--- src/rtl/keypad_pkg.sv ---
// Shared types and helpers for the 4x4 hex keypad scanner.
// Holds state encodings, matrix dimensions and the full-scan classifier.
package keypad_pkg;

    localparam int NUM_COLS = 4;
    localparam int NUM_ROWS = 4;

    typedef enum logic [1:0] {
        IDLE       = 2'd0,
        PRESS_DB   = 2'd1,
        HELD       = 2'd2,
        RELEASE_DB = 2'd3
    } state_e;

    typedef enum logic [1:0] {
        NONE  = 2'd0,
        ONE   = 2'd1,
        MULTI = 2'd2
    } scan_class_e;

    typedef struct packed {
        scan_class_e cls;
        logic [3:0]  code;
    } scan_result_t;

    // Bit (4*row + col) of pressed is set when that key was seen low during the scan.
    function automatic scan_result_t classify(input logic [15:0] pressed);
        scan_result_t res;
        int           n;
        n        = 0;
        res.code = 4'd0;
        for (int i = 0; i < NUM_ROWS * NUM_COLS; i++) begin
            if (pressed[i]) begin
                n++;
                res.code = 4'(i);
            end
        end
        if (n == 0) begin
            res.cls = NONE;
        end else if (n == 1) begin
            res.cls = ONE;
        end else begin
            res.cls = MULTI;
        end
        return res;
    endfunction

endpackage

--- src/rtl/keypad_row_sync.sv ---
// Two-flop synchroniser for the asynchronous, active-low keypad row lines.
// Resets to all-ones so an idle keypad reads as "no row pulled low".
module keypad_row_sync (
    input  logic       clk_in,
    input  logic       reset,
    input  logic [3:0] row_in,
    output logic [3:0] row_sync
);

    logic [3:0] meta_q, meta_d;
    logic [3:0] sync_q, sync_d;

    always_comb begin
        meta_d = row_in;
        sync_d = meta_q;
    end

    always_ff @(posedge clk_in or negedge reset) begin
        if (!reset) begin
            meta_q <= 4'b1111;
            sync_q <= 4'b1111;
        end else begin
            meta_q <= meta_d;
            sync_q <= sync_d;
        end
    end

    assign row_sync = sync_q;

endmodule

--- src/rtl/hex_keypad_scanner.sv ---
// 4x4 hex keypad scanner: drives columns, classifies each full scan and
// debounces presses/releases, shifting accepted digits into a 16-bit value.
module hex_keypad_scanner
    import keypad_pkg::*;
#(
    parameter int SCAN_DIV       = 100000,
    parameter int DEBOUNCE_SCANS = 4
) (
    input  logic        clk_in,
    input  logic        reset,
    input  logic        clr,
    input  logic [3:0]  row_in,
    output logic [3:0]  col_out,
    output logic [15:0] value,
    output logic [3:0]  key_code,
    output logic        key_valid,
    output logic        key_held
);

    localparam int DIV_W = $clog2(SCAN_DIV);
    localparam int CNT_W = $clog2(DEBOUNCE_SCANS + 1);
    localparam logic [DIV_W-1:0] DIV_LAST   = DIV_W'(SCAN_DIV - 1);
    localparam logic [CNT_W-1:0] CNT_TARGET = CNT_W'(DEBOUNCE_SCANS);

    logic [3:0]       rows_s;
    logic [DIV_W-1:0] div_q, div_d;
    logic [1:0]       col_q, col_d;
    logic [15:0]      scan_q, scan_d;
    state_e           state_q, state_d;
    logic [3:0]       cand_q, cand_d;
    logic [CNT_W-1:0] cnt_q, cnt_d;
    logic [CNT_W-1:0] cnt_inc;
    logic [15:0]      value_q, value_d;
    logic [3:0]       key_code_q, key_code_d;
    logic             key_valid_q, key_valid_d;
    logic             col_last;
    logic             scan_end;
    logic             accept;
    scan_result_t     scan_res;

    keypad_row_sync u_row_sync (
        .clk_in   (clk_in),
        .reset    (reset),
        .row_in   (row_in),
        .row_sync (rows_s)
    );

    // Rows are only trusted on the last cycle of a column, after the sync delay.
    always_comb begin
        col_last = (div_q == DIV_LAST);
        scan_end = col_last && (col_q == 2'd3);
        div_d    = col_last ? '0 : div_q + 1'b1;
        col_d    = col_last ? col_q + 2'd1 : col_q;
        scan_d   = scan_q;
        if (col_last) begin
            for (int r = 0; r < NUM_ROWS; r++) begin
                scan_d[{2'(r), col_q}] = ~rows_s[r];
            end
        end
        scan_res = classify(scan_d);
    end

    always_comb begin
        state_d = state_q;
        cand_d  = cand_q;
        cnt_d   = cnt_q;
        cnt_inc = cnt_q + 1'b1;
        accept  = 1'b0;
        if (scan_end) begin
            unique case (state_q)
                IDLE: begin
                    if (scan_res.cls == ONE) begin
                        cand_d = scan_res.code;
                        if (DEBOUNCE_SCANS == 1) begin
                            accept  = 1'b1;
                            state_d = HELD;
                            cnt_d   = '0;
                        end else begin
                            state_d = PRESS_DB;
                            cnt_d   = CNT_W'(1);
                        end
                    end
                end
                PRESS_DB: begin
                    if (scan_res.cls == ONE && scan_res.code == cand_q) begin
                        if (cnt_inc == CNT_TARGET) begin
                            accept  = 1'b1;
                            state_d = HELD;
                            cnt_d   = '0;
                        end else begin
                            cnt_d = cnt_inc;
                        end
                    end else begin
                        state_d = IDLE;
                        cnt_d   = '0;
                    end
                end
                HELD: begin
                    if (scan_res.cls == NONE) begin
                        if (DEBOUNCE_SCANS == 1) begin
                            state_d = IDLE;
                        end else begin
                            state_d = RELEASE_DB;
                            cnt_d   = CNT_W'(1);
                        end
                    end
                end
                RELEASE_DB: begin
                    if (scan_res.cls == NONE) begin
                        if (cnt_inc == CNT_TARGET) begin
                            state_d = IDLE;
                            cnt_d   = '0;
                        end else begin
                            cnt_d = cnt_inc;
                        end
                    end else begin
                        state_d = HELD;
                        cnt_d   = '0;
                    end
                end
                default: begin
                    state_d = IDLE;
                    cnt_d   = '0;
                end
            endcase
        end
        // clr beats a simultaneous accept for value, but the pulse and code still happen.
        key_valid_d = accept;
        key_code_d  = accept ? cand_d : key_code_q;
        if (clr) begin
            value_d = '0;
        end else if (accept) begin
            value_d = {value_q[11:0], cand_d};
        end else begin
            value_d = value_q;
        end
    end

    always_ff @(posedge clk_in or negedge reset) begin
        if (!reset) begin
            div_q       <= '0;
            col_q       <= '0;
            scan_q      <= '0;
            state_q     <= IDLE;
            cand_q      <= '0;
            cnt_q       <= '0;
            value_q     <= '0;
            key_code_q  <= '0;
            key_valid_q <= 1'b0;
        end else begin
            div_q       <= div_d;
            col_q       <= col_d;
            scan_q      <= scan_d;
            state_q     <= state_d;
            cand_q      <= cand_d;
            cnt_q       <= cnt_d;
            value_q     <= value_d;
            key_code_q  <= key_code_d;
            key_valid_q <= key_valid_d;
        end
    end

    assign col_out   = ~(4'b0001 << col_q);
    assign value     = value_q;
    assign key_code  = key_code_q;
    assign key_valid = key_valid_q;
    assign key_held  = (state_q == HELD) || (state_q == RELEASE_DB);

endmodule

--- config.mk ---
export PLATFORM = sky130hd
export DESIGN_NAME = hex_keypad_scanner
export DESIGN_NICKNAME = d
export VERILOG_FILES = /design/src/rtl/keypad_pkg.sv /design/src/rtl/keypad_row_sync.sv /design/src/rtl/hex_keypad_scanner.sv
export SDC_FILE = /design/constraint.sdc
export NUM_CORES = 1
export LEC_CHECK = 0
export CAP_MARGIN = 20
export CORE_ASPECT_RATIO = 1.2
export CORE_MARGIN = 2
export CORE_UTILIZATION = 46
export DETAILED_ROUTE_END_ITERATION = 8
export PLACE_DENSITY_LB_ADDON = 0.25
export SLEW_MARGIN = 20
export SYNTH_ARGS = -nofsm -noshare
export SYNTH_HDL_FRONTEND = slang
export SYNTH_SLANG_ARGS = --single-unit
export TNS_END_PERCENT = 20
--- constraint.sdc ---
create_clock -name clk_in -period 13.8 [get_ports clk_in]
set_clock_uncertainty 0.15 [all_clocks]
set_input_delay 3.45 -clock clk_in [delete_from_list [all_inputs] [get_ports clk_in]]
set_output_delay 3.45 -clock clk_in [all_outputs]
set_load 0.03 [all_outputs]
==> results.tsv, run 1 <==
stage	metric	value	unit
outcome	status	complete, no violations	
global_route	initial antenna violation count	0	
logic_synthesis	Post-synth top flop	dfrtp_1	
routing	DRT Pass-1 Iters	4	
logic_synthesis	fraction of registers with async set/reset	100.0	%
critical_path	CP arrival	12.52	ns
clock_network	clk sink count	73	
final_layout	Finished Layout Cells	786	
global_route	vias in the first global route	4427	
floorplan	I/O pins	33	
clock_network	hold_buf cts	0	
timing	# setup viols final	0	
clock_network	CTS tree	done	
global_route	global-route wire length before repair	20.87	mm
clock_network	H-Tree Depth	3	
job	Max-cap violations	0	
timing	Final TNS setup	0	ns
global_route	GRT overflow	0	
power	Power per Cell Area	74.54	nW/µm²
logic_synthesis	Mapped Avg Cell Area	9.227	µm²
final_layout	Multi-input gate area	3466	µm²
worst_hold_path	worst hold path type	reg -> reg	
critical_path	Worst path depth	51	
clock_network	CTS clk-pin slew, worst paths	0.06	ns
critical_path	Register-to-Register Path Depth	51	
critical_path	reg-to-reg critical path endpoint	key_code[2]$_DFFE_PN0P_	
clock_network	setup bufs post-CTS	0	
timing	final hold vios	0	
logic_synthesis	number of synthesized flops with an enable pin	0	
logic_synthesis	synth unique cells	84	
critical_path	critical path's slowest cell	or4_2	
critical_path	worst endpoint required time	13.87	ns
clock_network	CTS resizes	0	
final_layout	share of cells above drive strength 1	11.29	%
final_layout	Layout Nets	653	
worst_hold_path	Hold Path Sink	u_row_sync.row_sync[2]$_DFF_PN1_	
routing	antenna viol nets, final	0	
timing	count of pins over their slew limit	0	
timing	Period Utilization, post-route	90.20	%
timing	Hold Slack	0.2060	ns
critical_path	Reg-to-Reg Start	div_q[0]$_DFF_PN0_	
global_route	largest net degree at the start of global routing	74	
routing	DRC Markers	0	
power	Leak Pwr	2.919	nW
logic_synthesis	Synthesized Nets	627	
critical_path	Crit path top cell by count	ha_1	
critical_path	Critical Path Source Type	flip-flop	
routing	1st-iter DRT viols	221	
clock_network	Clock Tree Root	clkbuf_16	
routing	overall routed net length	12.37	mm
critical_path	slowest cell delay on critical path	0.99	ns
routing	vias	4441	
final_layout	register area	1837	µm²
floorplan	# rows	43	
place	RD Place Congestion	0.8716	
place	Placed Cells incl. Taps	770	
power	peak supply drop	0.06211	mV
place	IO buf count	32	
floorplan	Die H	124.0	µm
logic_synthesis	sequential area share after synthesis	33.29	%
worst_hold_path	hold path startpoint	u_row_sync.meta_q[2]$_DFF_PN1_	
final_layout	Fillers	1064	
critical_path	r2r setup slk	1.35	ns
timing	FMAX	80.33	MHz
routing	average routed wire per standard cell	15.74	µm
critical_path	CP Max Fanout	20	
floorplan	DIE WIDTH	104.0	µm
final_layout	Area growth, synth to finish	13.54	%
routing	via/cell ratio	5.650	
timing	post-layout min period	12.45	ns
timing	RSZ-0062 raised after global routing	no	
place	DP Wirelength	9.149	mm
logic_synthesis	number of synthesized register bits	73	
clock_network	worst skew pair latency	0.34	ns
critical_path	crit path kind	reg -> reg	
critical_path	CP Capture Type	flip-flop	
logic_synthesis	Synth Instances	598	
clock_network	clock buffer depth	2	
critical_path	worst path bufs/invs	3	
timing	Worst-Margin Slew	0.9096	ns
critical_path	Top Family by Delay on Critical Path	adder cells	
floorplan	full die area	12890	µm²
logic_synthesis	area of the mapped netlist	5518	µm²
final_layout	Finished Core Util	53.91	%
timing	worst rel slew slack	39.36	%
floorplan	Placeable Area	11620	µm²
place	Setup WS pre-CTS	1.394	ns
global_route	All-Layer GR Usage	19.88	%
clock_network	CTS buffer count	9	
logic_synthesis	Ys Warns	0	
timing	fin worst setup slack	1.352	ns
final_layout	number of diodes	0	
worst_hold_path	worst hold path depth	0	
floorplan	initial core utilization	47.48	%
## metrics by stage
stage	cell area, µm²	power (mW)
after global placement	5954	0.2295
after global routing	6265	0.4837
final	6265	0.4670
after floorplan	5518	0.2230
after detailed placement	5954	0.2296
after CTS	6264	0.4736
## logic make-up after synthesis
logic type | after synthesis | synth area share [%]
simple gates | 224 | 21.81
compound gates | 123 | 15.56
flops | 73 | 33.29
xor+xnor | 64 | 12.81
buf+inv | 53 | 3.923
mux | 39 | 7.619
fa+ha+maj | 22 | 4.989
## cell type report
type | count | area share, %
Clock buffer | 9 | 3.595
Clock inverter | 7 | 1.338
Inverter | 35 | 2.097
Multi-Input combinational cell | 472 | 55.32
Sequential cell | 73 | 29.32
Tap cell | 157 | 3.136
Timing Repair Buffer | 33 | 5.193
## cell usage after synthesis, types with 11 or more instances
| cell | number | area [µm²] |
|---|---|---|
| dfrtp_1 | 65 | 1627 |
| nand2_1 | 63 | 236.5 |
| nor2_1 | 38 | 142.6 |
| xnor2_1 | 34 | 297.8 |
| inv_1 | 33 | 123.9 |
| nand2b_1 | 28 | 175.2 |
| mux2i_1 | 27 | 270.3 |
| o21ai_0 | 27 | 135.1 |
| a21oi_1 | 24 | 120.1 |
| ha_1 | 22 | 275.3 |
| xor2_1 | 18 | 157.7 |
| nor3_1 | 15 | 75.07 |
| nand3_1 | 12 | 60.06 |
| nand4_1 | 12 | 75.07 |
| clkbuf_1 | 11 | 41.29 |
## metal layers
metal | routed length (µm) | global-route usage [%] | part of all wire, % | up-vias
li1 | - | - | - | 2191
met3 | 423 | 4.082 | 3.4 | 16
met2 | 6263 | 36.14 | 51 | 82
met4 | 167 | 5.490 | 1.4 | 0
met5 | 0 | 0 | 0 | -
met1 | 5512 | 24.10 | 45 | 2152
## power breakdown
| group | internal (mW) | switching [mW] |
|---|---|---|
| clock network | 0.143 | 0.0981 |
| registers | 0.216 | 0.00152 |
| logic | 0.00264 | 0.00505 |
| total | 0.362 | 0.105 |
## state kept, by name, indices dropped and copies added, names as in the netlist
register,flops
cand_q,4
cnt_q,3
col_q,2
div_q,17
key_code,4
key_valid,1
scan_q,16
state_q,2
u_row_sync.meta_q,4
u_row_sync.row_sync,4
value,16
## how the worst max path moves through the flow
stage	endpoint	from	slack, ns
final	key_code[2]$_DFFE_PN0P_	div_q[0]$_DFF_PN0_	1.35
after global routing	key_code[3]$_DFFE_PN0P_	div_q[0]$_DFF_PN0_	0.43
after CTS	key_code[2]$_DFFE_PN0P_	div_q[0]$_DFF_PN0_	1.34
after detailed placement	key_code[0]$_DFFE_PN0P_	div_q[0]$_DFF_PN0_	1.39
after global placement	key_code[3]$_DFFE_PN0P_	div_q[0]$_DFF_PN0_	1.86
after floorplan	key_code[0]$_DFFE_PN0P_	div_q[0]$_DFF_PN0_	2.75
## cell usage in the layout, fill, tap and decap left out, drive strengths merged, types with 9 or more instances in the layout
cell,synthesis,routed
clkdlybuf4s50,0,31
nand3,12,12
and3,11,11
mux2i,27,27
nor2,39,39
xnor2,37,37
xor2,19,19
ha,22,22
nand2,65,65
dfrtp,65,65
nand2b,28,28
mux2,12,12
clkbuf,11,9
nor3,15,15
inv,35,39
a21oi,24,24
nand4,13,13
o21ai,32,32
No activity file was read; power rests on OpenSTA's default activity.
==> run 2, diff against run 1 <==
--- a/config.mk
+++ b/config.mk
@@ -5,12 +5,13 @@
 export SDC_FILE = /design/constraint.sdc
 export NUM_CORES = 1
 export LEC_CHECK = 0
+export ABC_CLOCK_PERIOD_IN_PS = 13800
 export CAP_MARGIN = 20
 export CORE_ASPECT_RATIO = 1.2
-export CORE_MARGIN = 2
 export CORE_UTILIZATION = 46
 export DETAILED_ROUTE_END_ITERATION = 8
 export PLACE_DENSITY_LB_ADDON = 0.25
+export RECOVER_POWER = 100
 export SLEW_MARGIN = 20
 export SYNTH_ARGS = -nofsm -noshare
 export SYNTH_HDL_FRONTEND = slang
==> results.tsv, run 2 (synthesized netlist as in run 1, its figures left out) <==
stage	metric	value	unit
critical_path	CP arrival	12.71	ns
worst_hold_path	worst hold path depth	0	
clock_network	hold_buf cts	0	
clock_network	clk sink count	73	
critical_path	slowest cell delay on critical path	0.99	ns
worst_hold_path	hold path startpoint	u_row_sync.meta_q[3]$_DFF_PN1_	
critical_path	Reg-to-Reg Start	div_q[0]$_DFF_PN0_	
power	peak supply drop	0.06015	mV
routing	average routed wire per standard cell	15.45	µm
critical_path	Critical Path Source Type	flip-flop	
timing	Final TNS setup	0	ns
final_layout	commonest cells after routing, fill and taps aside	65 x dfrtp_1, 64 x nand2_1, 38 x nor2_1	
final_layout	Top reg by flops	div_q	
timing	RSZ-0062 raised after global routing	no	
timing	Period Utilization, post-route	91.58	%
global_route	largest net degree at the start of global routing	74	
final_layout	share of cells above drive strength 1	10.49	%
clock_network	Clock Tree Root	clkbuf_16	
job	Max-cap violations	1	
timing	fin worst setup slack	1.162	ns
place	Setup WS pre-CTS	1.405	ns
routing	DRT Pass-1 Iters	5	
global_route	All-Layer GR Usage	20.91	%
global_route	global-route wire length before repair	20.49	mm
clock_network	CTS clk-pin slew, worst paths	0.06	ns
global_route	GRT overflow	0	
outcome	failing checks	capacitance limit, slew limit	
routing	1st-iter DRT viols	248	
routing	metal2 WL	6.157	mm
final_layout	Layout Nets	653	
critical_path	critical path's slowest cell	or4_2	
routing	wl on met1	5.304	mm
critical_path	crit path kind	reg -> reg	
timing	count of pins over their slew limit	74	
timing	# setup viols final	0	
critical_path	worst path bufs/invs	4	
timing	post-layout min period	12.64	ns
timing	Worst-Margin Slew	3.725	ns
timing	FMAX	79.13	MHz
clock_network	H-Tree Depth	3	
routing	WL met3	464	µm
place	IO buf count	32	
floorplan	# rows	43	
timing	final hold vios	0	
worst_hold_path	worst hold path type	reg -> reg	
clock_network	CTS resizes	0	
power	Power per Cell Area	77.22	nW/µm²
routing	DRC Markers	0	
critical_path	Top Family by Delay on Critical Path	adder cells	
clock_network	clock buffer depth	2	
critical_path	CP Max Fanout	20	
floorplan	initial core utilization	47.48	%
clock_network	CTS buffer count	9	
final_layout	number of diodes	0	
timing	worst rel slew slack	-148.3	%
critical_path	reg-to-reg critical path endpoint	key_code[2]$_DFFE_PN0P_	
clock_network	setup bufs post-CTS	0	
place	RD Place Congestion	0.9156	
global_route	vias in the first global route	4347	
floorplan	Placeable Area	11620	µm²
routing	antenna viol nets, final	0	
worst_hold_path	Hold Path Sink	u_row_sync.row_sync[3]$_DFF_PN1_	
floorplan	I/O pins	33	
global_route	initial antenna violation count	0	
routing	overall routed net length	12.14	mm
routing	vias	4454	
power	Leak Pwr	3.007	nW
critical_path	r2r setup slk	1.16	ns
floorplan	Die H	122.0	µm
floorplan	full die area	12440	µm²
final_layout	Area growth, synth to finish	13.88	%
critical_path	Crit path top cell by count	ha_1	
floorplan	DIE WIDTH	102.0	µm
final_layout	max reg flops	17	
routing	Max Used Layer	met4	
outcome	status	finished, violations left	
final_layout	commonest non-fill, non-tap cell in the layout	dfrtp_1	
critical_path	worst endpoint required time	13.87	ns
critical_path	Register-to-Register Path Depth	53	
clock_network	worst skew pair latency	0.34	ns
critical_path	CP Capture Type	flip-flop	
clock_network	CTS tree	done	
place	DP Wirelength	9.168	mm
routing	via/cell ratio	5.667	
## run 2: changes by cell type in the layout (fill, tap and decap cells not counted), sizes merged
cell,before,now
bufinv,1,2
dlygate4sd3,0,30
clkdlybuf4s50,31,1
clkbuf,9,10
clkinvlp,1,0
buf,2,1
## run 2: report_power, final
part	total (mW)	internal, mW	switching [mW]
Combinational	0.00722	0.00227	0.00495
Clock	0.260	0.162	0.0978
Sequential	0.218	0.216	0.00160
## run 2: layer usage
| metal | GRT usage, % | vias up |
|---|---|---|
| met4 | 7.411 | 0 |
| li1 | - | 2178 |
| met1 | 26.07 | 2141 |
| met5 | 0 | - |
| met2 | 35.86 | 111 |
| met3 | 3.844 | 24 |
## run 2: per-stage QoR
| stage | std cells | hold WS [ns] | power (mW) | instance area, µm² | utilization, % |
|---|---|---|---|---|---|
| CTS | 786 | 0.2103 | 0.4915 | 6289 | 54.11 |
| floorplan | 598 | 0.1952 | 0.2230 | 5518 | - |
| global route | 786 | 0.2136 | 0.5022 | 6284 | 54.07 |
| global placement | 770 | 0.1972 | 0.2294 | 5954 | 51.24 |
| detailed placement | 770 | 0.1978 | 0.2295 | 5954 | 51.24 |
| finish | 786 | 0.2081 | 0.4852 | 6284 | 54.07 |
## run 2: final cells by class
type                            instances  area, µm²
Fill cell                            1064       5338
Multi-Input combinational cell        472       3463
Sequential cell                        73       1837
Timing Repair Buffer                   33      321.6
Clock buffer                            9      225.2
Tap cell                              157      196.4
Inverter                               35      131.4
Clock inverter                          7      108.9
## run 2: worst max path at each step
stage                                    to  cells past startpoint  slack (ns)               start
global placement    key_code[3]$_DFFE_PN0P_                     53        1.87  div_q[0]$_DFF_PN0_
finish              key_code[2]$_DFFE_PN0P_                     53        1.16  div_q[0]$_DFF_PN0_
detailed placement  key_code[2]$_DFFE_PN0P_                     53        1.40  div_q[0]$_DFF_PN0_
global route        key_code[0]$_DFFE_PN0P_                     53        0.29  div_q[0]$_DFF_PN0_
CTS                 key_code[2]$_DFFE_PN0P_                     53        1.35  div_q[0]$_DFF_PN0_
floorplan           key_code[0]$_DFFE_PN0P_                     57        2.75  div_q[0]$_DFF_PN0_
